==> config.mk <==
export PLATFORM = sky130hd
export DESIGN_NAME = spi_mem_arb
export DESIGN_NICKNAME = d
export VERILOG_FILES = /design/src/rtl/spi_mem_arb.sv
export SDC_FILE = /design/constraint.sdc
export NUM_CORES = 1
export LEC_CHECK = 0
export BUFFER_PORTS_ARGS = -buffer_cell sky130_fd_sc_hd__buf_4
export CAP_MARGIN = 20
export CELL_PAD_IN_SITES_DETAIL_PLACEMENT = 0
export CELL_PAD_IN_SITES_GLOBAL_PLACEMENT = 1
export CORE_ASPECT_RATIO = 1.5
export CORE_MARGIN = 2
export CORE_UTILIZATION = 37
export CTS_CLUSTER_SIZE = 28
export DETAILED_ROUTE_END_ITERATION = 7
export PLACE_DENSITY_LB_ADDON = 0.1
export REMOVE_ABC_BUFFERS = 1
export SYNTH_ARGS = -nofsm -noshare
export SYNTH_HDL_FRONTEND = slang
export SYNTH_SLANG_ARGS = --single-unit
==> constraint.sdc <==
create_clock -name clk -period 1.7 [get_ports clk]
set_input_delay 0.085 -clock clk [delete_from_list [all_inputs] [get_ports clk]]
set_output_delay 0.085 -clock clk [all_outputs]
set_load 0.01 [all_outputs]
==> src/rtl/spi_mem_arb.sv <==
// Arbitrates a single-port RAM between an SPI command stream and a host port.
// SPI writes/reads go through auto-incrementing address pointers and one pending slot.
`timescale 1ns/1ps
module spi_mem_arb (
  input  logic       clk,
  input  logic       rst_n,
  input  logic [9:0] rx_data,
  input  logic       rx_valid,
  output logic [7:0] tx_data,
  output logic       tx_valid,
  output logic       spi_ovf,
  input  logic       host_req,
  input  logic       host_we,
  input  logic [7:0] host_addr,
  input  logic [7:0] host_wdata,
  output logic       host_gnt,
  output logic [7:0] host_rdata,
  output logic       host_rvalid,
  output logic [7:0] mem_addr,
  output logic [7:0] mem_wdata,
  output logic       mem_we,
  output logic       mem_re,
  input  logic [7:0] mem_rdata
);

  typedef enum logic [1:0] {IDLE = 2'd0, GNT_SPI = 2'd1, GNT_HOST = 2'd2, RD_WAIT = 2'd3} state_e;

  state_e     state_q, state_d;
  logic [7:0] wr_addr_q, wr_addr_d, rd_addr_q, rd_addr_d;
  logic       slot_full_q, slot_full_d, slot_we_q, slot_we_d;
  logic [7:0] slot_addr_q, slot_addr_d, slot_data_q, slot_data_d;
  logic       ovf_q, ovf_d, last_spi_q, last_spi_d;
  logic       gnt_spi_q, gnt_spi_d, gnt_we_q, gnt_we_d;
  logic [7:0] mem_addr_q, mem_addr_d, mem_wdata_q, mem_wdata_d;
  logic [7:0] tx_data_q, tx_data_d, host_rdata_q, host_rdata_d;
  logic       tx_valid_q, tx_valid_d, host_rvalid_q, host_rvalid_d;

  logic [1:0] cmd_s;
  logic [7:0] pay_s, wr_base_s, rd_base_s;
  logic       serve_spi_s, slot_avail_s;

  assign cmd_s        = rx_data[9:8];
  assign pay_s        = rx_data[7:0];
  assign serve_spi_s  = (state_q == GNT_SPI);
  // A capture in the serving cycle must already see the post-increment pointer.
  assign wr_base_s    = (serve_spi_s && gnt_we_q)  ? wr_addr_q + 8'd1 : wr_addr_q;
  assign rd_base_s    = (serve_spi_s && !gnt_we_q) ? rd_addr_q + 8'd1 : rd_addr_q;
  assign slot_avail_s = !slot_full_q || serve_spi_s;

  always_ff @(posedge clk or negedge rst_n) begin
    if (!rst_n) begin
      state_q <= IDLE;
    end else begin
      state_q <= state_d;
    end
  end

  always_comb begin
    state_d = state_q;
    case (state_q)
      IDLE: begin
        if (slot_full_q && host_req) begin
          state_d = last_spi_q ? GNT_HOST : GNT_SPI;
        end else if (slot_full_q) begin
          state_d = GNT_SPI;
        end else if (host_req) begin
          state_d = GNT_HOST;
        end else begin
          state_d = IDLE;
        end
      end
      GNT_SPI:  state_d = gnt_we_q ? IDLE : RD_WAIT;
      GNT_HOST: state_d = gnt_we_q ? IDLE : RD_WAIT;
      RD_WAIT:  state_d = IDLE;
      default:  state_d = IDLE;
    endcase
  end

  always_comb begin
    host_gnt = 1'b0;
    mem_we   = 1'b0;
    mem_re   = 1'b0;
    case (state_q)
      GNT_SPI: begin
        mem_we = gnt_we_q;
        mem_re = !gnt_we_q;
      end
      GNT_HOST: begin
        host_gnt = 1'b1;
        mem_we   = gnt_we_q;
        mem_re   = !gnt_we_q;
      end
      default: begin
        host_gnt = 1'b0;
      end
    endcase
  end

  always_comb begin
    wr_addr_d     = wr_base_s;
    rd_addr_d     = rd_base_s;
    slot_full_d   = slot_full_q && !serve_spi_s;
    slot_we_d     = slot_we_q;
    slot_addr_d   = slot_addr_q;
    slot_data_d   = slot_data_q;
    ovf_d         = ovf_q;
    last_spi_d    = last_spi_q;
    gnt_spi_d     = gnt_spi_q;
    gnt_we_d      = gnt_we_q;
    mem_addr_d    = mem_addr_q;
    mem_wdata_d   = mem_wdata_q;
    tx_valid_d    = 1'b0;
    tx_data_d     = tx_data_q;
    host_rvalid_d = 1'b0;
    host_rdata_d  = host_rdata_q;

    if (rx_valid) begin
      case (cmd_s)
        2'b00: wr_addr_d = pay_s;
        2'b10: rd_addr_d = pay_s;
        2'b01, 2'b11: begin
          if (slot_avail_s) begin
            slot_full_d = 1'b1;
            slot_we_d   = (cmd_s == 2'b01);
            slot_addr_d = (cmd_s == 2'b01) ? wr_base_s : rd_base_s;
            slot_data_d = (cmd_s == 2'b01) ? pay_s : 8'h00;
          end else begin
            ovf_d = 1'b1;
          end
        end
        default: ovf_d = ovf_q;
      endcase
    end else begin
      ovf_d = ovf_q;
    end

    // Latch the winning request on entry to a grant state; it holds afterwards.
    if (state_q == IDLE && state_d == GNT_SPI) begin
      gnt_spi_d   = 1'b1;
      gnt_we_d    = slot_we_q;
      mem_addr_d  = slot_addr_q;
      mem_wdata_d = slot_data_q;
      last_spi_d  = 1'b1;
    end else if (state_q == IDLE && state_d == GNT_HOST) begin
      gnt_spi_d   = 1'b0;
      gnt_we_d    = host_we;
      mem_addr_d  = host_addr;
      mem_wdata_d = host_wdata;
      last_spi_d  = 1'b0;
    end else begin
      gnt_spi_d   = gnt_spi_q;
    end

    if (state_q == RD_WAIT && gnt_spi_q) begin
      tx_valid_d = 1'b1;
      tx_data_d  = mem_rdata;
    end else if (state_q == RD_WAIT) begin
      host_rvalid_d = 1'b1;
      host_rdata_d  = mem_rdata;
    end else begin
      tx_valid_d    = 1'b0;
    end
  end

  always_ff @(posedge clk or negedge rst_n) begin
    if (!rst_n) begin
      wr_addr_q     <= 8'h00;
      rd_addr_q     <= 8'h00;
      slot_full_q   <= 1'b0;
      slot_we_q     <= 1'b0;
      slot_addr_q   <= 8'h00;
      slot_data_q   <= 8'h00;
      ovf_q         <= 1'b0;
      last_spi_q    <= 1'b0;
      gnt_spi_q     <= 1'b0;
      gnt_we_q      <= 1'b0;
      mem_addr_q    <= 8'h00;
      mem_wdata_q   <= 8'h00;
      tx_data_q     <= 8'h00;
      tx_valid_q    <= 1'b0;
      host_rdata_q  <= 8'h00;
      host_rvalid_q <= 1'b0;
    end else begin
      wr_addr_q     <= wr_addr_d;
      rd_addr_q     <= rd_addr_d;
      slot_full_q   <= slot_full_d;
      slot_we_q     <= slot_we_d;
      slot_addr_q   <= slot_addr_d;
      slot_data_q   <= slot_data_d;
      ovf_q         <= ovf_d;
      last_spi_q    <= last_spi_d;
      gnt_spi_q     <= gnt_spi_d;
      gnt_we_q      <= gnt_we_d;
      mem_addr_q    <= mem_addr_d;
      mem_wdata_q   <= mem_wdata_d;
      tx_data_q     <= tx_data_d;
      tx_valid_q    <= tx_valid_d;
      host_rdata_q  <= host_rdata_d;
      host_rvalid_q <= host_rvalid_d;
    end
  end

  assign tx_data     = tx_data_q;
  assign tx_valid    = tx_valid_q;
  assign spi_ovf     = ovf_q;
  assign host_rdata  = host_rdata_q;
  assign host_rvalid = host_rvalid_q;
  assign mem_addr    = mem_addr_q;
  assign mem_wdata   = mem_wdata_q;

endmodule

# --- Word level (Yosys, flattened, before mapping) ---
# Cells that the tools add are included.
word_totals:
  regBits: 73
  out_inout_bits: 38
  elab_cells: 78
op_classes:
  add_sub_neg: 2
  n_eq_ne: 8
  muxes: 31
  n_bitwise: 2
  n_reduce_logical: 19
op_table:
  columns: ["cell", "count"]
  rows:
  - ["$mux 8", 12]
  - ["$add 8x1->8 const B", 2]
  - ["$mux 1", 13]
  - ["$eq 2x2->1 const B", 5]
  - ["$mux 2", 5]
  - ["$logic_and 1x1->1", 7]
  - ["$eq 2x1->1 const B", 3]
  - ["$pmux 2 s3", 1]
  - ["$reduce_and 3->1", 2]
  - ["$logic_not 2->1", 2]
  - ["$reduce_or 2->1", 2]
  - ["$logic_not 1->1", 3]
  - ["$not 1->1", 2]
  - ["$reduce_and 2->1", 1]
  - ["$reduce_bool 2->1", 1]
  - ["$logic_or 1x1->1", 1]

# --- Depth between registers and ports, before layout ---
# Gate-level depths: netlist (run 1).
logic_depth:
  word_depth: 8
  mapped_depth: 8
  depth_no_buf: 6

# --- Worst setup path before layout (run 1) ---
# OpenSTA, ideal clock, no wires.
synth_timing:
  path_type: "reg2reg"
  from: "register state_q[1]"
  to: "register slot_addr_q[4]"
  setup_ns: 0.136
  arrival_time_ns: 1.527
  required_time_ns: 1.564
  setup_slack_ns: 0.037
  path_stages_with_launch: 8
  path_buffers: 1
  synth_period_minus_slack_ns: 1.663
  path_cell_list: "dfrtp_1 > inv_1 > ha_1 > nand2b_1 > or3b_1 > clkbuf_1 > o32ai_1 > a31oi_1"
synth_between:
  elab_chain_cells: 4
synth_lines:
  columns: ["item", "line_no", "source"]
  rows:
  - ["from (decl)", "28", "state_e state_q, state_d;"]
  - ["from (signal assigned)", "54", "state_q <= state_d;"]
  - ["$eq 2x1->1 (*)", "44", "assign serve_spi_s = (state_q == GNT_SPI);"]
  - ["$logic_and 1x1->1 (on tied branches)", "47, 46", null]
  - ["$mux 8 (on tied branches)", "47, 46", null]
  - ["$mux 8", "125", "slot_addr_d = (cmd_s == 2'b01) ? wr_base_s : rd_base_s;"]
  - ["to (signal assigned)", "188", "slot_addr_q <= slot_addr_d;"]
  - ["to (decl)", "31", "logic [7:0] slot_addr_q, slot_addr_d, slot_data_q, slot_data_d;"]
# Mark *: on every way between the ends. The rest lies on a longest branch, timed or not.
# A chain may end at the register's enable or synchronous reset.

# --- Final worst setup path (run 1) ---
layout_timing:
  from: "register state_q[0]"
  to: "register slot_addr_q[7]"
# Same word-level chain as after synthesis.

==> impl_metrics.json, run 1 <==
{
  "hold_viol_final": 0,
  "cts_tree": "built",
  "ant_nets": 0,
  "whs_endpoint": "rd_addr_q[6]",
  "place_inst": 511,
  "met3_usage_pct": 3.72,
  "antenna_found_initial": 0,
  "finalCriticalPeriod_ns": 1.61,
  "grt_max_degree": 49,
  "critPathMaxFanout": 4,
  "worstPathRequired_ns": 1.90,
  "cts_htree_levels": 3,
  "grt-ovfl-total": 0,
  "p_leak_nw": 2.24,
  "drt_first_pass_iters": 4,
  "power.density_nw_per_um2": 1820,
  "synth_area_sq_um": 3380,
  "antenna_cells": 0,
  "cp_data_arrival_time_ns": 1.81,
  "gr-usage-met2_pct": 29.4,
  "setup_viol": 0,
  "rows": 42,
  "hold_start": "rx_data[6]",
  "area_growth_pct": 37.6,
  "fin_hold_ws_ns": 0.0116,
  "insertion_delay_ns": 0.33,
  "fmax_mhz": 621,
  "cts_root_buffer": "clkbuf_16",
  "finClkSkew_ns": 0.00434,
  "avgSynthCellArea_sq_um": 10.5,
  "relSlewSlack_pct": 63.9,
  "gp_congestion": 0.847,
  "path_clk_slew_ns": 0.06,
  "wirelength_um": 8050,
  "slew_violations": 0,
  "wl_per_cell_um": 15.0,
  "grt_pass1_wl_um": 13200,
  "crit_type": "flip-flop to flip-flop",
  "die_y_um": 121,
  "reg2reg_from": "state_q[0]",
  "syn-instance-count": 321,
  "rsz0062_at_grt": "yes",
  "synth-edff-count": 0,
  "worstRegToRegCells": 6,
  "ys_types": 36,
  "routed_via_density": 4.89,
  "end_kind": "flip-flop",
  "gr-usage-met1_pct": 22.1,
  "r2r_end": "slot_addr_q[7]",
  "period_share_pct": 94.7,
  "cts_buffers": 9,
  "grt_pass1_vias": 2634,
  "layout-drive-gt1-share_pct": 33.0,
  "cts_buffer_depth": 2,
  "utilization_pct": 52.4,
  "synth-main-ff-cell": "dfrtp_1",
  "drv_cap": 0,
  "die_w_um": 82.1,
  "async_flop_share_pct": 100,
  "outcome": "complete, no violations",
  "hold_class": "input port to flip-flop",
  "fin_cells": 537,
  "worstMarginPinSlew_ns": 0.540,
  "pin_count": 77,
  "drt-initial-drc-count": 75,
  "synth_seq_cells": 73,
  "ir_drop_mv": 0.977,
  "critPathLaunchType": "flip-flop",
  "hold_depth": 3,
  "dieArea_sq_um": 9940,
  "regArea_sq_um": 1830,
  "design.core.area_sq_um": 8880,
  "hpwl_um": 5990,
  "start_util_pct": 38.1,
  "dp_slack_ns": -0.0460,
  "cp-startpoint": "state_q[0]",
  "dr_total_vias": 2626,
  "place_area_sq_um": 4210,
  "setup_ws_ns": 0.0895,
  "final_net_count": 468,
  "yosysSeqAreaShare_pct": 54.0,
  "yosysWarnings": 0,
  "port_buffers": 76,
  "grt_use_total_pct": 17.8,
  "multiInputGateArea_sq_um": 1480,
  "top_usage_layer": "met2",
  "drcViolationCount": 0,
  "cts.sinks": 73,
  "r2r_setup_slack_ns": 0.09,
  "design_area_sq_um": 4660,
  "fill_cells": 835
}
==> cells in the final DEF (no fill, tap or decap), drive strengths merged, types with 2 or more instances in the layout <==
cell / netlist / layout
buf: 5 / 97
dfrtp: 73 / 73
nand2: 46 / 46
o21ai: 31 / 31
nor2: 22 / 22
mux2i: 19 / 19
mux2: 19 / 19
a21oi: 15 / 15
nand2b: 12 / 12
clkbuf: 11 / 10
inv: 10 / 10
xnor2: 9 / 9
dlygate4sd3: 0 / 9
nand3: 8 / 8
ha: 7 / 7
o221ai: 4 / 4
nor3: 4 / 4
nor2b: 3 / 3
nand4: 3 / 3
xor2: 3 / 3
clkinv: 0 / 3
o21a: 2 / 2
nand3b: 2 / 2
nor4: 2 / 2
bufinv: 0 / 2
==> layout make-up <==
| class | count | share of cell area, % |
|---|---|---|
| clock inverter | 6 | 1.77 |
| clock buffer | 10 | 4.92 |
| multi-input combinational | 222 | 31.9 |
| tap | 110 | 2.96 |
| timing repair buffer | 106 | 18.5 |
| sequential | 73 | 39.2 |
| inverter | 10 | 0.806 |
==> worst max-delay path, stage by stage (launching register included) <==
cell and delay, ns:
dfrtp_1 0.43, ha_4 0.19, buf_6 0.10, nand4_1 0.14, nor4_2 0.31, xnor2_1 0.19
o221ai_1 0.13
==> through the flow <==
step,total power [W],setup TNS (ns)
floorplan,0.00488,-9.43
global placement,0.00642,0
detailed placement,0.00650,-0.0624
CTS,0.00854,0
global route,0.00918,-0.0104
finish,0.00850,0
==> flip-flops by register name, summed over array words and instances (netlist names) <==
signal and flops:
gnt_spi_q 1, gnt_we_q 1, host_rdata 8, host_rvalid 1, mem_addr 8, mem_wdata 8, rd_addr_q 8, slot_addr_q 8
slot_data_q 8, slot_full_q 1, slot_we_q 1, spi_ovf 1, state_q 2, tx_data 8, tx_valid 1, wr_addr_q 8
==> what timing repair did <==
action | 4_1_cts | 5_1_grt
hold endpoints to repair | 40 | 0
endpoints found under the setup margin | 2 | 36
pin swaps | 0 | 3
resized for setup | 1 | 10
hold buffers | 9 | 0
buffers inserted | 0 | 1
==> metal layers <==
layer,vias up,routed length (um)
met5,-,0
met1,1251,3530
li1,1303,-
met4,0,161
met2,60,4030
met3,12,336
==> Yosys cell counts (2+ instances only) <==
cell type,n,area [sq um]
o221ai_1,4,35.0
nor2_1,22,82.6
nand4_1,3,18.8
xor2_1,3,26.3
nor2b_1,3,18.8
clkbuf_1,11,41.3
dfrtp_1,73,1830
mux2i_1,19,190
nand2b_1,12,75.1
o21ai_0,31,155
xnor2_1,9,78.8
nor3_1,4,20.0
mux2_2,19,214
buf_4,3,22.5
nand3b_1,2,15.0
ha_1,7,87.6
a21oi_1,15,75.1
nand2_1,46,173
nand3_1,7,35.0
o21a_1,2,15.0
inv_1,10,37.5
buf_2,2,10.0
==> kinds of logic after synthesis <==
logic type	after synthesis	synth area share [%]
AOI/OAI and AO/OA	59	9.91
xor gates and xnor gates	12	3.11
buffers and inverters	26	3.29
DFF	73	54.0
muxes	39	12.6
and+or+nand+nor	105	14.5
adders and majority gates	7	2.59
==> worst max-delay path by stage <==
stage / to / slack (ns) / depth (start not counted)
2_1_floorplan: gnt_we_q / -0.39 / 5
3_3_place_gp: slot_addr_q[7] / 0.006 / 7
3_5_place_dp: slot_addr_q[7] / -0.05 / 7
4_1_cts: slot_addr_q[7] / 0.02 / 7
5_1_grt: slot_addr_q[7] / -0.01 / 7
6_report: slot_addr_q[7] / 0.09 / 6
==> where the power goes <==
part           total (W)  switching, W  leakage, nW  internal (W)
Clock            0.00197      0.000695        0.152       0.00128
Sequential       0.00311      0.000559        0.873       0.00255
Combinational    0.00342       0.00162         1.22       0.00180
Total            0.00850       0.00287         2.24       0.00563
Note: power is estimated with default switching activity, not from simulation.
==> run 2, diff against run 1 <==
Settings changed: CORE_UTILIZATION 37 to 30.
==> impl_metrics.json, run 2 (same netlist as run 1, synthesis figures left out) <==
{
  "outcome": "complete, no violations",
  "p_leak_nw": 2.30,
  "drt-initial-drc-count": 67,
  "drt_first_pass_iters": 4,
  "cts.sinks": 73,
  "setup_viol": 0,
  "pin_count": 77,
  "worstPathRequired_ns": 1.62,
  "routed_via_density": 4.54,
  "gp_congestion": 0.830,
  "cp_data_arrival_time_ns": 1.56,
  "worstMarginPinSlew_ns": 0.564,
  "start_util_pct": 30.8,
  "design_area_sq_um": 4800,
  "dr_total_vias": 2640,
  "regArea_sq_um": 1830,
  "layout_common_cells": "100 x buf_4, 73 x dfrtp_1, 46 x nand2_1, 30 x o21ai_0, 22 x nor2_1",
  "antenna_cells": 0,
  "tns_ns": 0,
  "finClkSkew_ns": 0.00577,
  "r2r_setup_slack_ns": 0.08,
  "finalCriticalPeriod_ns": 1.65,
  "cts_htree_levels": 3,
  "multiInputGateArea_sq_um": 1510,
  "rows": 47,
  "ant_nets": 0,
  "place_inst": 555,
  "grt-ovfl-total": 0,
  "hold_class": "input port to flip-flop",
  "wirelength_um": 8750,
  "hpwl_um": 6570,
  "path_clk_slew_ns": 0.06,
  "design.core.area_sq_um": 11000,
  "drcViolationCount": 0,
  "die_w_um": 90.7,
  "cts_buffer_depth": 2,
  "wl_per_cell_um": 15.0,
  "fin_cells": 582,
  "grt_max_degree": 42,
  "period_share_pct": 96.9,
  "final_common_cell": "buf_4",
  "power.density_nw_per_um2": 1800,
  "port_buffers": 76,
  "crit_type": "flip-flop to output pin",
  "fmax_mhz": 607,
  "grt_pass1_wl_um": 14300,
  "relSlewSlack_pct": 62.4,
  "critPathMaxFanout": 3,
  "end_kind": "output pin",
  "grt_use_total_pct": 15.3,
  "drv_cap": 0,
  "place_area_sq_um": 4300,
  "fill_cells": 1077,
  "area_growth_pct": 42.0,
  "insertion_delay_ns": 0.33,
  "antenna_found_initial": 0,
  "ir_drop_mv": 0.512,
  "die_y_um": 134,
  "layout-drive-gt1-share_pct": 35.4,
  "rsz0062_at_grt": "yes",
  "cts_buffers": 9,
  "utilization_pct": 43.7,
  "slew_violations": 0,
  "dieArea_sq_um": 12200,
  "final_net_count": 477,
  "critPathLaunchType": "flip-flop",
  "grt_pass1_vias": 2663,
  "cts_root_buffer": "clkbuf_16",
  "cts_tree": "built",
  "hold_viol_final": 0
}
==> run 2: critical path, stage by stage (launching register included) <==
cell	delay [ns]
dfrtp_1	0.41
buf_4	0.15
inv_2	0.07
ha_2	0.29
and2_1	0.17
buf_4	0.14
==> run 2: layout make-up <==
class,count,area share [%]
Sequential cell,73,38.0
Multi-Input combinational cell,222,31.5
Timing Repair Buffer,115,19.7
Clock buffer,12,5.34
Tap cell,147,3.83
Clock inverter,3,0.833
Inverter,10,0.781
==> run 2: metrics by stage <==
step | hold WS [ns] | setup slack, ns | power [W]
after global placement | 0.116 | -0.0126 | 0.00656
after CTS | 0.0104 | -0.00110 | 0.00863
final | 0.0244 | 0.0523 | 0.00867
after detailed placement | 0.122 | -0.0299 | 0.00662
after global routing | 0.0213 | -0.0108 | 0.00934
after floorplan | -0.211 | -0.386 | 0.00488
==> run 2: power breakdown <==
group | internal (W) | leakage, nW | total, W | switching, W
Sequential | 0.00255 | 0.873 | 0.00311 | 0.000560
Clock | 0.00120 | 0.148 | 0.00191 | 0.000702
Combinational | 0.00194 | 1.28 | 0.00365 | 0.00171
Total | 0.00569 | 2.30 | 0.00867 | 0.00298
==> run 2: per-layer routing <==
| layer | up-vias | routed length [um] | GRT usage (%) |
|---|---|---|---|
| met3 | 5 | 347 | 4.38 |
| li1 | 1335 | - | - |
| met1 | 1237 | 3780 | 18.8 |
| met2 | 63 | 4550 | 25.7 |
| met5 | - | 0 | 0 |
| met4 | 0 | 82 | 5.38 |
==> run 2: what timing repair did <==
item,in CTS,in global routing
resized for setup,4,13
endpoints found under the setup margin,2,30
setup buffers,0,2
pin swaps,2,5
hold buffers,9,0
hold endpoints to repair,54,0
gates cloned,0,1
==> run 2: path summary, 6_finish.rpt <==
check / startpoint / end / cells after the start
max in group asynchronous: rst_n / wr_addr_q[7] / 3
setup / recovery: state_q[0] / mem_we / 5
hold / removal: rx_data[6] / rd_addr_q[6] / 3
setup reg to reg: state_q[0] / gnt_we_q / 8
hold reg to reg: mem_wdata[5] / mem_wdata[5] / 2
min in group asynchronous: rst_n / mem_addr[0] / 2
